--- src/rtl/apb_pkg.sv ---
// Shared APB types and the requester FSM state encoding.
// Bus widths are fixed here so requester and completer agree on them.
package apb_pkg;

    localparam int ADDR_W = 32;
    localparam int DATA_W = 32;
    localparam int STRB_W = DATA_W / 8;

    typedef logic [ADDR_W-1:0] addr_t;
    typedef logic [DATA_W-1:0] data_t;
    typedef logic [STRB_W-1:0] strb_t;

    typedef enum logic [1:0] {
        IDLE   = 2'd0,
        SETUP  = 2'd1,
        ACCESS = 2'd2,
        RESP   = 2'd3
    } apb_req_state_e;

    typedef struct packed {
        data_t rdata;
        logic  slverr;
        logic  timeout;
    } apb_rsp_t;

endpackage

--- src/rtl/apb_requester.sv ---
// Single-outstanding APB requester: turns one command into a SETUP/ACCESS
// transfer with an optional wait-state timeout, then holds the response.
module apb_requester
    import apb_pkg::*;
#(
    parameter int TIMEOUT_CYCLES = 16
) (
    input  logic  PCLK,
    input  logic  PRESET,

    input  logic  cmd_valid,
    output logic  cmd_ready,
    input  logic  cmd_write,
    input  addr_t cmd_addr,
    input  data_t cmd_wdata,
    input  strb_t cmd_strb,

    output logic  rsp_valid,
    input  logic  rsp_ready,
    output data_t rsp_rdata,
    output logic  rsp_slverr,
    output logic  rsp_timeout,

    output logic  PSEL,
    output logic  PENABLE,
    output logic  PWRITE,
    output addr_t PADDR,
    output data_t PWDATA,
    output strb_t PSTRB,
    input  logic  PREADY,
    input  logic  PSLVERR,
    input  data_t PRDATA
);

    localparam int   CNT_W  = (TIMEOUT_CYCLES > 0) ? $clog2(TIMEOUT_CYCLES + 1) : 1;
    localparam bit   TO_EN  = (TIMEOUT_CYCLES > 0);
    typedef logic [CNT_W-1:0] cnt_t;
    localparam cnt_t CNT_MAX = '1;
    localparam cnt_t CNT_LIM = cnt_t'(TIMEOUT_CYCLES);

    apb_req_state_e state_q;
    cnt_t           cnt_q;
    cnt_t           cnt_d;
    logic           psel_q, penable_q, pwrite_q;
    addr_t          paddr_q;
    data_t          pwdata_q;
    strb_t          pstrb_q;
    logic           rsp_valid_q;
    apb_rsp_t       rsp_q;

    // Saturating increment so the counter can never wrap, even with timeout disabled.
    assign cnt_d = (cnt_q == CNT_MAX) ? cnt_q : cnt_q + 1'b1;

    always_ff @(posedge PCLK or posedge PRESET) begin
        if (PRESET) begin
            state_q     <= IDLE;
            cnt_q       <= '0;
            psel_q      <= 1'b0;
            penable_q   <= 1'b0;
            pwrite_q    <= 1'b0;
            paddr_q     <= '0;
            pwdata_q    <= '0;
            pstrb_q     <= '0;
            rsp_valid_q <= 1'b0;
            rsp_q       <= '0;
        end else begin
            case (state_q)
                IDLE: begin
                    if (cmd_valid) begin
                        paddr_q  <= cmd_addr;
                        pwrite_q <= cmd_write;
                        pwdata_q <= cmd_write ? cmd_wdata : '0;
                        pstrb_q  <= cmd_write ? cmd_strb  : '0;
                        psel_q   <= 1'b1;
                        cnt_q    <= '0;
                        state_q  <= SETUP;
                    end
                end
                SETUP: begin
                    penable_q <= 1'b1;
                    state_q   <= ACCESS;
                end
                ACCESS: begin
                    if (PREADY) begin
                        rsp_q.rdata   <= pwrite_q ? '0 : PRDATA;
                        rsp_q.slverr  <= PSLVERR;
                        rsp_q.timeout <= 1'b0;
                        psel_q        <= 1'b0;
                        penable_q     <= 1'b0;
                        rsp_valid_q   <= 1'b1;
                        state_q       <= RESP;
                    end else if (TO_EN && cnt_d == CNT_LIM) begin
                        rsp_q.rdata   <= '0;
                        rsp_q.slverr  <= 1'b1;
                        rsp_q.timeout <= 1'b1;
                        cnt_q         <= cnt_d;
                        psel_q        <= 1'b0;
                        penable_q     <= 1'b0;
                        rsp_valid_q   <= 1'b1;
                        state_q       <= RESP;
                    end else begin
                        cnt_q <= cnt_d;
                    end
                end
                RESP: begin
                    if (rsp_ready) begin
                        rsp_valid_q <= 1'b0;
                        state_q     <= IDLE;
                    end
                end
                default: state_q <= IDLE;
            endcase
        end
    end

    assign cmd_ready   = (state_q == IDLE) && !PRESET;
    assign rsp_valid   = rsp_valid_q;
    assign rsp_rdata   = rsp_q.rdata;
    assign rsp_slverr  = rsp_q.slverr;
    assign rsp_timeout = rsp_q.timeout;
    assign PSEL        = psel_q;
    assign PENABLE     = penable_q;
    assign PWRITE      = pwrite_q;
    assign PADDR       = paddr_q;
    assign PWDATA      = pwdata_q;
    assign PSTRB       = pstrb_q;

endmodule
--- config.mk ---
export PLATFORM = sky130hd
export DESIGN_NAME = apb_requester
export DESIGN_NICKNAME = d
export VERILOG_FILES = /design/src/rtl/apb_pkg.sv /design/src/rtl/apb_requester.sv
export SDC_FILE = /design/constraint.sdc
export NUM_CORES = 1
export LEC_CHECK = 0
export CAP_MARGIN = 20
export CORE_ASPECT_RATIO = 0.6
export CORE_MARGIN = 4
export CORE_UTILIZATION = 30
export DETAILED_ROUTE_END_ITERATION = 6
export DONT_BUFFER_PORTS = 1
export HOLD_SLACK_MARGIN = 0.02
export PLACE_DENSITY_LB_ADDON = 0.25
export SLEW_MARGIN = 20
export SYNTH_ARGS = -nofsm -noshare
export SYNTH_HDL_FRONTEND = slang
export SYNTH_SLANG_ARGS = --single-unit
--- constraint.sdc ---
create_clock -name PCLK -period 3.6 [get_ports PCLK]
set_input_delay 0.36 -clock PCLK [delete_from_list [all_inputs] [get_ports PCLK]]
set_output_delay 0.36 -clock PCLK [all_outputs]
set_load 0.05 [all_outputs]
=== After elaboration in Yosys (flattened, before gate mapping) ===
Index checks and enable logic that the tools add are counted.

* Bits of input ports: 107
* Output and inout port bits: 107
* Logic and storage cells: 59
* Register bits after elaboration: 113

* Eq/ne operators: 9
* Muxes and demuxes: 23
* $add $sub $neg: 1
* Reductions and logical operators: 14

{| class="wikitable"
|+ Operator list
! kind !! count
|-
| $mux W34 || 2
|-
| $mux W32 || 2
|-
| $mux W5 || 3
|-
| $reduce_and A3 Y1 || 4
|-
| $eq A5 B5 Y1 const B || 2
|-
| $pmux W5 S2 || 1
|-
| $mux W2 || 4
|-
| $pmux W2 S4 || 1
|-
| $reduce_bool A2 Y1 || 4
|-
| $mux W1 || 6
|-
| $ne A2 B2 Y1 const B || 3
|-
| $pmux W1 S2 || 3
|-
| $reduce_and A2 Y1 || 3
|-
| $add A5 B1 Y5 const B || 1
|-
| $eq A2 B2 Y1 const B || 2
|-
| $mux W4 || 1
|-
| $ne A3 B3 Y1 const B || 1
|-
| $eq A2 B1 Y1 const B || 1
|-
| $logic_not A2 Y1 || 1
|-
| $logic_and A1 B1 Y1 || 1
|-
| $logic_not A1 Y1 || 1
|}

=== Depth between registers and ports, before layout ===
* Word-level depth: 6
* Mapped depth: 8
* Gate-level depth less buffers: 7

=== Worst setup path after synthesis ===
No wires, ideal clock.

* Kind: register to output
* From: register state_q[0]
* To: output cmd_ready
* Setup slack: 1,823 ps
* Cell stages (with the launch flop): 4
* Data required time: 3,240 ps
* Buffers on the path: 0
* Arrival: 1,417 ps
* Path through: dfrtp_1 inv_1 ha_1 nor2b_1

* Longest elaborated chain between the ends: 2

{| class="wikitable"
|+ RTL lines
! item !! line !! source
|-
| start, declared || apb_requester.sv:41 || <nowiki>apb_req_state_e state_q;</nowiki>
|-
| start signal, assigned || apb_requester.sv:56 || <nowiki>state_q <= IDLE;</nowiki>
|-
| start signal, assigned || apb_requester.sv:76 || <nowiki>state_q <= SETUP;</nowiki>
|-
| start signal, assigned || apb_requester.sv:81 || <nowiki>state_q <= ACCESS;</nowiki>
|-
| $logic_not A2 Y1 || apb_requester.sv:116 || <nowiki>assign cmd_ready = (state_q == IDLE) && !PRESET;</nowiki>
|-
| $logic_and A1 B1 Y1 || apb_requester.sv:116 ||
|-
| end, declared || apb_requester.sv:12 || <nowiki>output logic cmd_ready,</nowiki>
|}

Every way passes these cells.

=== Worst setup path after layout ===
Ends and elaborated chain as after synthesis.

==> metrics.cfg <==
[outcome]
status = finished clean

[layout]
fin_area_um2 = 5351
layout_common_cells = dfrtp_1, nand2_1, o21ai_0
final_cells = 594
layout-drive-gt1-share_pct = 19.95
diodes = 0
nNetsFinal = 496
area_delta_synth_final_pct = 17.47
final_common_cell = dfrtp_1
fillers = 1438

[drt]
drt-total-wl_mm = 11.24
routedWlPerCell_um = 18.91
num_vias = 2918
vias_per_cell = 4.912
drt_iter0_drc = 158
ant_nets = 0
dr.pass1.iters = 4
drc = 0

[synthesis]
synthMuxAreaShare_pct = 8.404
synth_edf_count = 0
yosysWarningCount = 0
synth_cell_type_count = 38
syn_area_per_cell_um2 = 11.83
synthArstFlopShare_pct = 100.0
synth_xor_area_share_pct = 0
synth_simple_gate_area_share_pct = 10.08
synth_area_um2 = 4556
syn_nets = 497
synthAdderAreaFrac_pct = 1.373
synth_cells = 385
synth_top_family_by_area = compound AO/OA/AOI/OAI gates
ys_seq_area_share_pct = 62.07
ys_ff_latch = 113
synth_ff_type = dfrtp_1
synth-compound-area-share_pct = 15.05

[critical_path]
crit_path_end_kind = output pin
crit_chain = inv_1 > ha_1 > nor2b_1
r2r-start = cnt_q[0]
r2r_end = rsp_rdata[2]
worst-path-max-fanout = 5
startpoint = state_q[0]
crit_path_top_delay_cell = nor2b_1
r2r_slack_ps = 1390
critPathLaunchType = register
max_stage_delay_ps = 800
critPathRequiredTime_ps = 3240
reg2regPathDepth = 6
cp.depth = 3
path_delay_family = simple AND/OR/NAND/NOR gates
crit_arrival_ps = 2090
setup.worst_path.end = cmd_ready
crit_type = reg2out
cp_num_buf_inv = 1

[global_routing]
grt_start_max_net_pins = 106
track_usage_pct = 12.96
antenna_found_initial = 0
grt.overflow.total = 0
grt_first_pass_wirelength_mm = 17.17
grt_pass1_vias = 3049

[hold_path]
hold_path.class = in2async

[timing]
slew_headroom_pct = 30.32
final.setup.tns_ps = 0
tightest_slew_ps = 1045
timing.final.ws_setup_ps = 1154
slew_violations = 0
fin_crit_ps = 2446
finClkSkew_ps = 10.03
hold_viol_final = 0
setup_viol = 0
max_clock_freq_ghz = 0.4088
period_share_pct = 67.95
rsz0062_at_grt = false

[placed_design]
dp_hpwl_mm = 7.994
dp.cells = 562
gp_congestion = 0.7751
portBuffers = 0
placed_area_um2 = 4728
pre_cts_ws_ps = 1384

[die]
dieArea_um2 = 17290
fp.dieH_um = 103.5
core_area_um2 = 14680
rows = 34
io_pins = 214
dieWidth_um = 167.1
start_util_pct = 31.04

[clock_tree]
postCtsSetupBuffers = 0
cts_tree = built
cts.sinks = 113
cts_buffers = 17
clock_latency_ps = 400
cts.clk_slew.worst_paths_ps = 60
cts_resized = 0
htreeDepth = 4
clk_path_buf_depth = 2
root_buffer = clkbuf_16

[job]
maxCapViolations = 0

final cells by class:
| type | count | area, um^2 | area share (%) |
|---|---|---|---|
| multi-input combinational | 243 | 1600 | 29.90 |
| clock inverter | 9 | 128.9 | 2.408 |
| inverter | 6 | 25.02 | 0.4676 |
| clock buffer | 22 | 484.2 | 9.048 |
| sequential | 113 | 2828 | 52.84 |
| timing repair buffer | 3 | 37.54 | 0.7014 |
| tap | 198 | 247.7 | 4.629 |
stage by stage:
step / hold slack, ps / util, %
2_1_floorplan: 446.1 / -
3_3_place_gp: 453.3 / 32.22
3_5_place_dp: 461.4 / 32.22
4_1_cts: 51.12 / 36.46
5_1_grt: 66.42 / 36.46
6_report: 20.16 / 36.46
metal layers:
layer / global-route usage, % / share of wire, % / up-vias
li1: - / - / 1342
met1: 15.88 / 42 / 1373
met2: 19.33 / 43 / 192
met3: 7.824 / 13 / 11
met4: 3.960 / 0.95 / 0
met5: 0 / 0 / -
flip-flops by register name, summed over array words and instances (netlist names):
signal,flops
rsp_timeout,1
rsp_valid,1
PWRITE,1
rsp_rdata,32
state_q,2
PWDATA,32
rsp_slverr,1
PSEL,1
PENABLE,1
PSTRB,4
PADDR,32
cnt_q,5
cell usage after synthesis (2+ instances only):
cell / n / share of area, %
a21oi_1: 7 / 0.77
a22o_1: 32 / 6.2
a22o_2: 3 / 0.66
a311o_1: 2 / 0.44
a31oi_1: 2 / 0.27
buf_1: 6 / 0.49
buf_2: 2 / 0.22
buf_6: 3 / 0.74
clkbuf_1: 11 / 0.91
dfrtp_1: 113 / 62
ha_1: 5 / 1.4
inv_1: 6 / 0.49
mux2_2: 34 / 8.4
nand2_1: 81 / 6.7
nand3_1: 3 / 0.33
nor2_1: 10 / 0.82
nor2b_1: 3 / 0.41
nor4b_1: 2 / 0.38
o21ai_0: 41 / 4.5
worst min path at each step:
stage,startpoint,endpoint,slack [ps],cells past startpoint
after floorplan,PREADY,rsp_timeout,450,1
after global placement,PREADY,rsp_timeout,450,1
after detailed placement,PREADY,rsp_timeout,460,1
after CTS,PRESET,rsp_rdata[10],50,1
after global routing,cmd_write,PWDATA[27],70,2
final,PRESET,rsp_rdata[10],20,1
repair_timing:
item	4_1_cts	5_1_grt
hold buffers	1	0
endpoints found under the hold margin	1	0
endpoints found under the setup margin	0	0
cell families (layout without fill, tap and decap cells):
logic type	after synthesis	count (layout)
adders and majority gates	5	5
DFF	113	113
muxes	34	34
and+or+nand+nor	106	106
AOI/OAI and AO/OA	98	98
buffers and inverters	29	40
Power is left out: the tool's default activity adds up to more than one toggle a clock period on the data nets, which glitch-free logic cannot reach.
==> RTL edit 1 (same settings) <==
Encoding of `apb_req_state_e`: now one-hot (4 bits for 4 states).
--- a/src/rtl/apb_pkg.sv
+++ b/src/rtl/apb_pkg.sv
@@ -10,11 +10,11 @@
     typedef logic [DATA_W-1:0] data_t;
     typedef logic [STRB_W-1:0] strb_t;
 
-    typedef enum logic [1:0] {
-        IDLE   = 2'd0,
-        SETUP  = 2'd1,
-        ACCESS = 2'd2,
-        RESP   = 2'd3
+    typedef enum logic [3:0] {
+        IDLE   = 4'b0001,
+        SETUP  = 4'b0010,
+        ACCESS = 4'b0100,
+        RESP   = 4'b1000
     } apb_req_state_e;
 
     typedef struct packed {
Behaviour: same outputs for any inputs over 10 cycles, from zero or initial values and one cycle with PRESET high; not proved beyond that.
==> RTL edit 1 against the unedited design <==
- synthesized area is 2.1% higher
- largest cell class unchanged
- routed wire length is 13% higher
- cell area is 1.0% higher
- worst setup slack better by 25 ps
- critical endpoint is now rsp_rdata[28]
- clock skew is 5.6 ps higher
- via count is 14% higher
- critical path depth is 3 higher
- maximum frequency is 1.0% higher
- sequential cell count is 2 higher
==> RTL edit 1: results (changes against the unedited design) <==
| Metric | Value |
|---|---|
| Status | complete, no violations |
| Vias | 3,337 (+14%) |
| Port Buffers | 0 (unchanged) |
| Main area contributors after synthesis | dfrtp_1, nand2_1, o2bb2ai_1 |
| Met1 Track Usage GR | 17.5% (+1.6 points) |
| Crit Reg-Reg Startpoint | cnt_q[1] |
| Yosys warning count | 0 (unchanged) |
| Netlist cell types | 41 (+7.9%) |
| GPL Wtd Cong | 0.809 (+4.3%) |
| Via/cell ratio | 4.90 (-0.25%) |
| GRT Util Overall | 14.5% (+1.6 points) |
| Sequential cell area fraction in the yosys report | 61.9% (-0.17 points) |
| Post-synth ARST share | 100% (unchanged) |
| Worst slack at placement | 1190 ps (-192 ps) |
| Routing usage on met3 | 9.27% (+1.4 points) |
| CTS-repair resized insts | 0 (unchanged) |
| Dpl hpwl | 8.85 mm (+11%) |
| H-tree depth | 4 (unchanged) |
| Root Driver | clkbuf_16 |
| Worst path arrival time | 2680 ps (+590 ps) |
| Postcts setup bufs | 0 (unchanged) |
| Dominant synthesized flop cell | dfrtp_1 |
| N_diodes | 0 (unchanged) |
| Top cells by count, synth | nand2_1, dfrtp_1, nand3_1 |
| Largest net degree at the start of global routing | 73 (-31%) |
| Clock Skew | 15.6 ps (+5.57 ps) |
| Grt met2 use | 21.4% (+2.1 points) |
| Vias in the first global route | 3,501 (+15%) |
| Clk slew on worst S/H paths | 50 ps |
| 1st-pass router iterations | 4 (unchanged) |
| Max layer used | met4 |
| Clock Latency Late Sink | 410 ps |
| Placed cell area | 4830 um2 (+2.1%) |
| Wire per inst | 18.6 um (-1.7%) |
| Reg2reg end | rsp_rdata[28] |
| DRT met1 WL | 5.30 mm (+12%) |
| Initial antenna violation count | 0 (unchanged) |
| Crit-path leading delay family | compound AO/OA/AOI/OAI gates |
| Met3 routed WL | 1.79 mm (+19%) |
| Pleak | between 2 and 3 nW |
| Worst path slowest cell | dfrtp_1 |
| Internal | 0.00314 W |
| CP max stage delay | 430 ps (-370 ps) |
| Synth Net Count | 583 (+17%) |
| Layout cells sized above 1 | 9.73% (-10 points) |
| Placed cells | 650 (+16%) |
| Cells after Synth | 475 (+23%) |
| R2r setup slk | 1180 ps (-210 ps) |
| Hold slack | 54.3 ps (+34.1 ps) |
| First-pass GRT wire length | 20.3 mm (+18%) |
| 1st-iter DRT viols | 169 (+7.0%) |
| R2R cell count | 6 (unchanged) |
| Worst VDD drop | 0.545 mV |
| Worst-path fanout max | 37 (+32) |
| Slew margin rel. | 41.7% (+11 points) |
| Clock tree buffer depth | 2 (unchanged) |
| DR WL met2 | 5.48 mm (+12%) |
==> RTL edit 1: worst max-delay path by stage <==
| stage | from | slack [ps] | cells past startpoint | endpoint |
|---|---|---|---|---|
| floorplan | PRESET | 630 | 2 | cmd_ready |
| global placement | cnt_q[1] | 1350 | 6 | rsp_rdata[24] |
| detailed placement | cnt_q[1] | 1190 | 6 | rsp_rdata[28] |
| CTS | cnt_q[1] | 1190 | 6 | rsp_rdata[28] |
| global route | cnt_q[1] | 1030 | 6 | rsp_rdata[28] |
| finish | cnt_q[1] | 1180 | 6 | rsp_rdata[28] |
==> RTL edit 1: area by class of cell <==
type | count | area, um2
timing repair buffer | 7 | 65.1
fill | 1512 | 9440
multi-input combinational | 325 | 1610
tap | 198 | 248
inverter | 5 | 22.5
clock buffer | 22 | 474
sequential | 115 | 2880
clock inverter | 9 | 105
==> RTL edit 1: logic make-up after synthesis <==
kind of cell | share of synthesized area, %
AO/OA/AOI/OAI | 9.71
adder cells (fa/ha/maj) | 0.269
AND/OR/NAND/NOR | 24.1
multiplexers | 0.242
XOR/XNOR | 0.188
buffers and inverters | 3.55
flip-flops | 61.9
==> RTL edit 1: worst reg2reg max path, delay by kind of cell, from the launching register on <==
family                   cells  cell delay, ps
AND/OR/NAND/NOR              1             260
multiplexers                 1             380
adder cells (fa/ha/maj)      1             310
buffers and inverters        1             410
AO/OA/AOI/OAI                2             500
flip-flops                   1             430
==> RTL edit 1: power groups by stage <==
stage / Sequential (W) / Combinational (W) / Clock [W]
after floorplan: 0.00389 / 0.000690 / 0
after global placement: 0.00405 / 0.000802 / 0
after detailed placement: 0.00405 / 0.000876 / 0
after CTS: 0.00404 / 0.000858 / 0.00170
after global routing: 0.00410 / 0.000993 / 0.00175
final: 0.00402 / 0.000837 / 0.00164
==> RTL edit 2 (same settings) <==
Without the edit above. Set the package constant `DATA_W` to 64 (it was 32).
--- a/src/rtl/apb_pkg.sv
+++ b/src/rtl/apb_pkg.sv
@@ -3,7 +3,7 @@
 package apb_pkg;
 
     localparam int ADDR_W = 32;
-    localparam int DATA_W = 32;
+    localparam int DATA_W = 64;
     localparam int STRB_W = DATA_W / 8;
 
     typedef logic [ADDR_W-1:0] addr_t;
Interface: changed (6 resized); port bits go from 214 to 350. No check against the original RTL was run, so the function may have changed too.
==> RTL edit 2 against the unedited design <==
- routed wire length up 73%
- register-to-register slack worse by 280 ps
- sequential cell count up 68
- maximum frequency down 2.3%
- synthesized area up 54%
- cell area up 51%
- utilization down 1.4 points
- critical path type unchanged
- via count up 71%
- critical endpoint unchanged
- critical path depth unchanged
- worst setup slack worse by 58 ps
Power is not shown: default switching activity piles up to over one toggle a cycle in this logic, so the estimate is an artifact.
==> RTL edit 2: results (changes against the unedited design) <==
| Metric | Value |
|---|---|
| Worst-path fanout max | 7 (+2) |
| R2r setup slk | 1110 ps (-280 ps) |
| Share of the synthesized area in the top cell type | 64.5% (+2.4 points) |
| Clock Latency Late Sink | 420 ps (+20 ps) |
| Crit-path leading delay family | simple AND/OR/NAND/NOR gates |
| First-pass GRT wire length | 29.3 mm (+71%) |
| Dpl hpwl | 13.7 mm (+71%) |
| Hold slack | 53.7 ps (+33.5 ps) |
| Placed cells | 950 (+69%) |
| Placed cell area | 7290 um2 (+54%) |
| Hold Crit Class | in -> reg |
| GRT Util Overall | 14.4% (+1.4 points) |
| Compound-Gate Fraction of Synth Area | 10.3% (-4.7 points) |
| Synth Net Count | 855 (+72%) |
| Adder-Cell Fraction of Synth Area | 0.890% (-0.48 points) |
| Dominant synthesized flop cell | dfrtp_1 |
| Layout cells sized above 1 | 6.29% (-14 points) |
| Slew margin rel. | 34.5% (+4.1 points) |
| Crit Reg-Reg Startpoint | cnt_q[1] |
| Top cells by count, synth | nand2_1, dfrtp_1, nand3_1 |
| Worst path slowest cell | nor2b_1 |
| Syn_area_per_cell | 10.4 um2 (-12%) |
| Reg2reg end | rsp_rdata[22] |
| Routed WL | 19.4 mm (+73%) |
| Vias | 5,000 (+71%) |
| Status | complete, no violations |
| Via/cell ratio | 5.01 (+1.9%) |
| 1st-iter DRT viols | 236 (+49%) |
| Netlist cell types | 31 (-18%) |
| Vias in the first global route | 5,119 (+68%) |
| CP max stage delay | 820 ps (+20 ps) |
| Multiplexer area fraction after synthesis | 0.445% (-8.0 points) |
| GPL Wtd Cong | 0.792 (+2.2%) |
| Sequential cell area fraction in the yosys report | 64.5% (+2.4 points) |
==> RTL edit 2: cell types whose count changed after synthesis, sizes merged, moves of 4 or more <==
cell    unedited run  this run
clkbuf            11        34
a22o              35        67
nand2             82       251
nand2b             0         4
nand3              4        75
o21ai             42         7
nor2              10         6
mux2              34         1
dfrtp            113       181
==> RTL edit 2: layer usage <==
layer / up-vias / global-route usage, % / wire [um]
met5: - / 0 / 0
met4: 0 / 5.16 / 328
met3: 25 / 7.08 / 2320
met2: 244 / 22.8 / 9190
met1: 2487 / 17.1 / 7560
li1: 2244 / - / -
==> RTL edit 2: cell type report <==
| class | instances | area, um2 |
|---|---|---|
| Multi-Input combinational cell | 441 | 2280 |
| Inverter | 8 | 33.8 |
| Clock inverter | 11 | 151 |
| Timing Repair Buffer | 25 | 273 |
| Fill cell | 2245 | 15000 |
| Clock buffer | 18 | 439 |
| Sequential cell | 181 | 4530 |
| Tap cell | 315 | 394 |
==> RTL edit 2: timing repair <==
item / 4_1_cts / 5_1_grt
hold buffers: 18 / 1
hold endpoints to repair: 32 / 1
setup endpoints to repair: 0 / 0
resized for setup: 0 / 0
==> RTL edit 2: cell families after synthesis <==
kind of cell | Yosys count
simple gates | 345
buf+inv | 53
fa+ha+maj | 5
mux | 3
compound gates | 88
flops | 181
==> RTL edit 2: worst max path at each step <==
| stage | slack [ps] | to | cells after the start | start |
|---|---|---|---|---|
| final | 1100 | cmd_ready | 3 | state_q[0] |
| after floorplan | 920 | PADDR[0] | 1 | PRESET |
| after CTS | 1110 | rsp_rdata[47] | 6 | state_q[0] |
| after global routing | 920 | rsp_rdata[43] | 6 | state_q[0] |
| after global placement | 1260 | rsp_rdata[41] | 6 | state_q[0] |
| after detailed placement | 1140 | rsp_rdata[47] | 6 | state_q[0] |
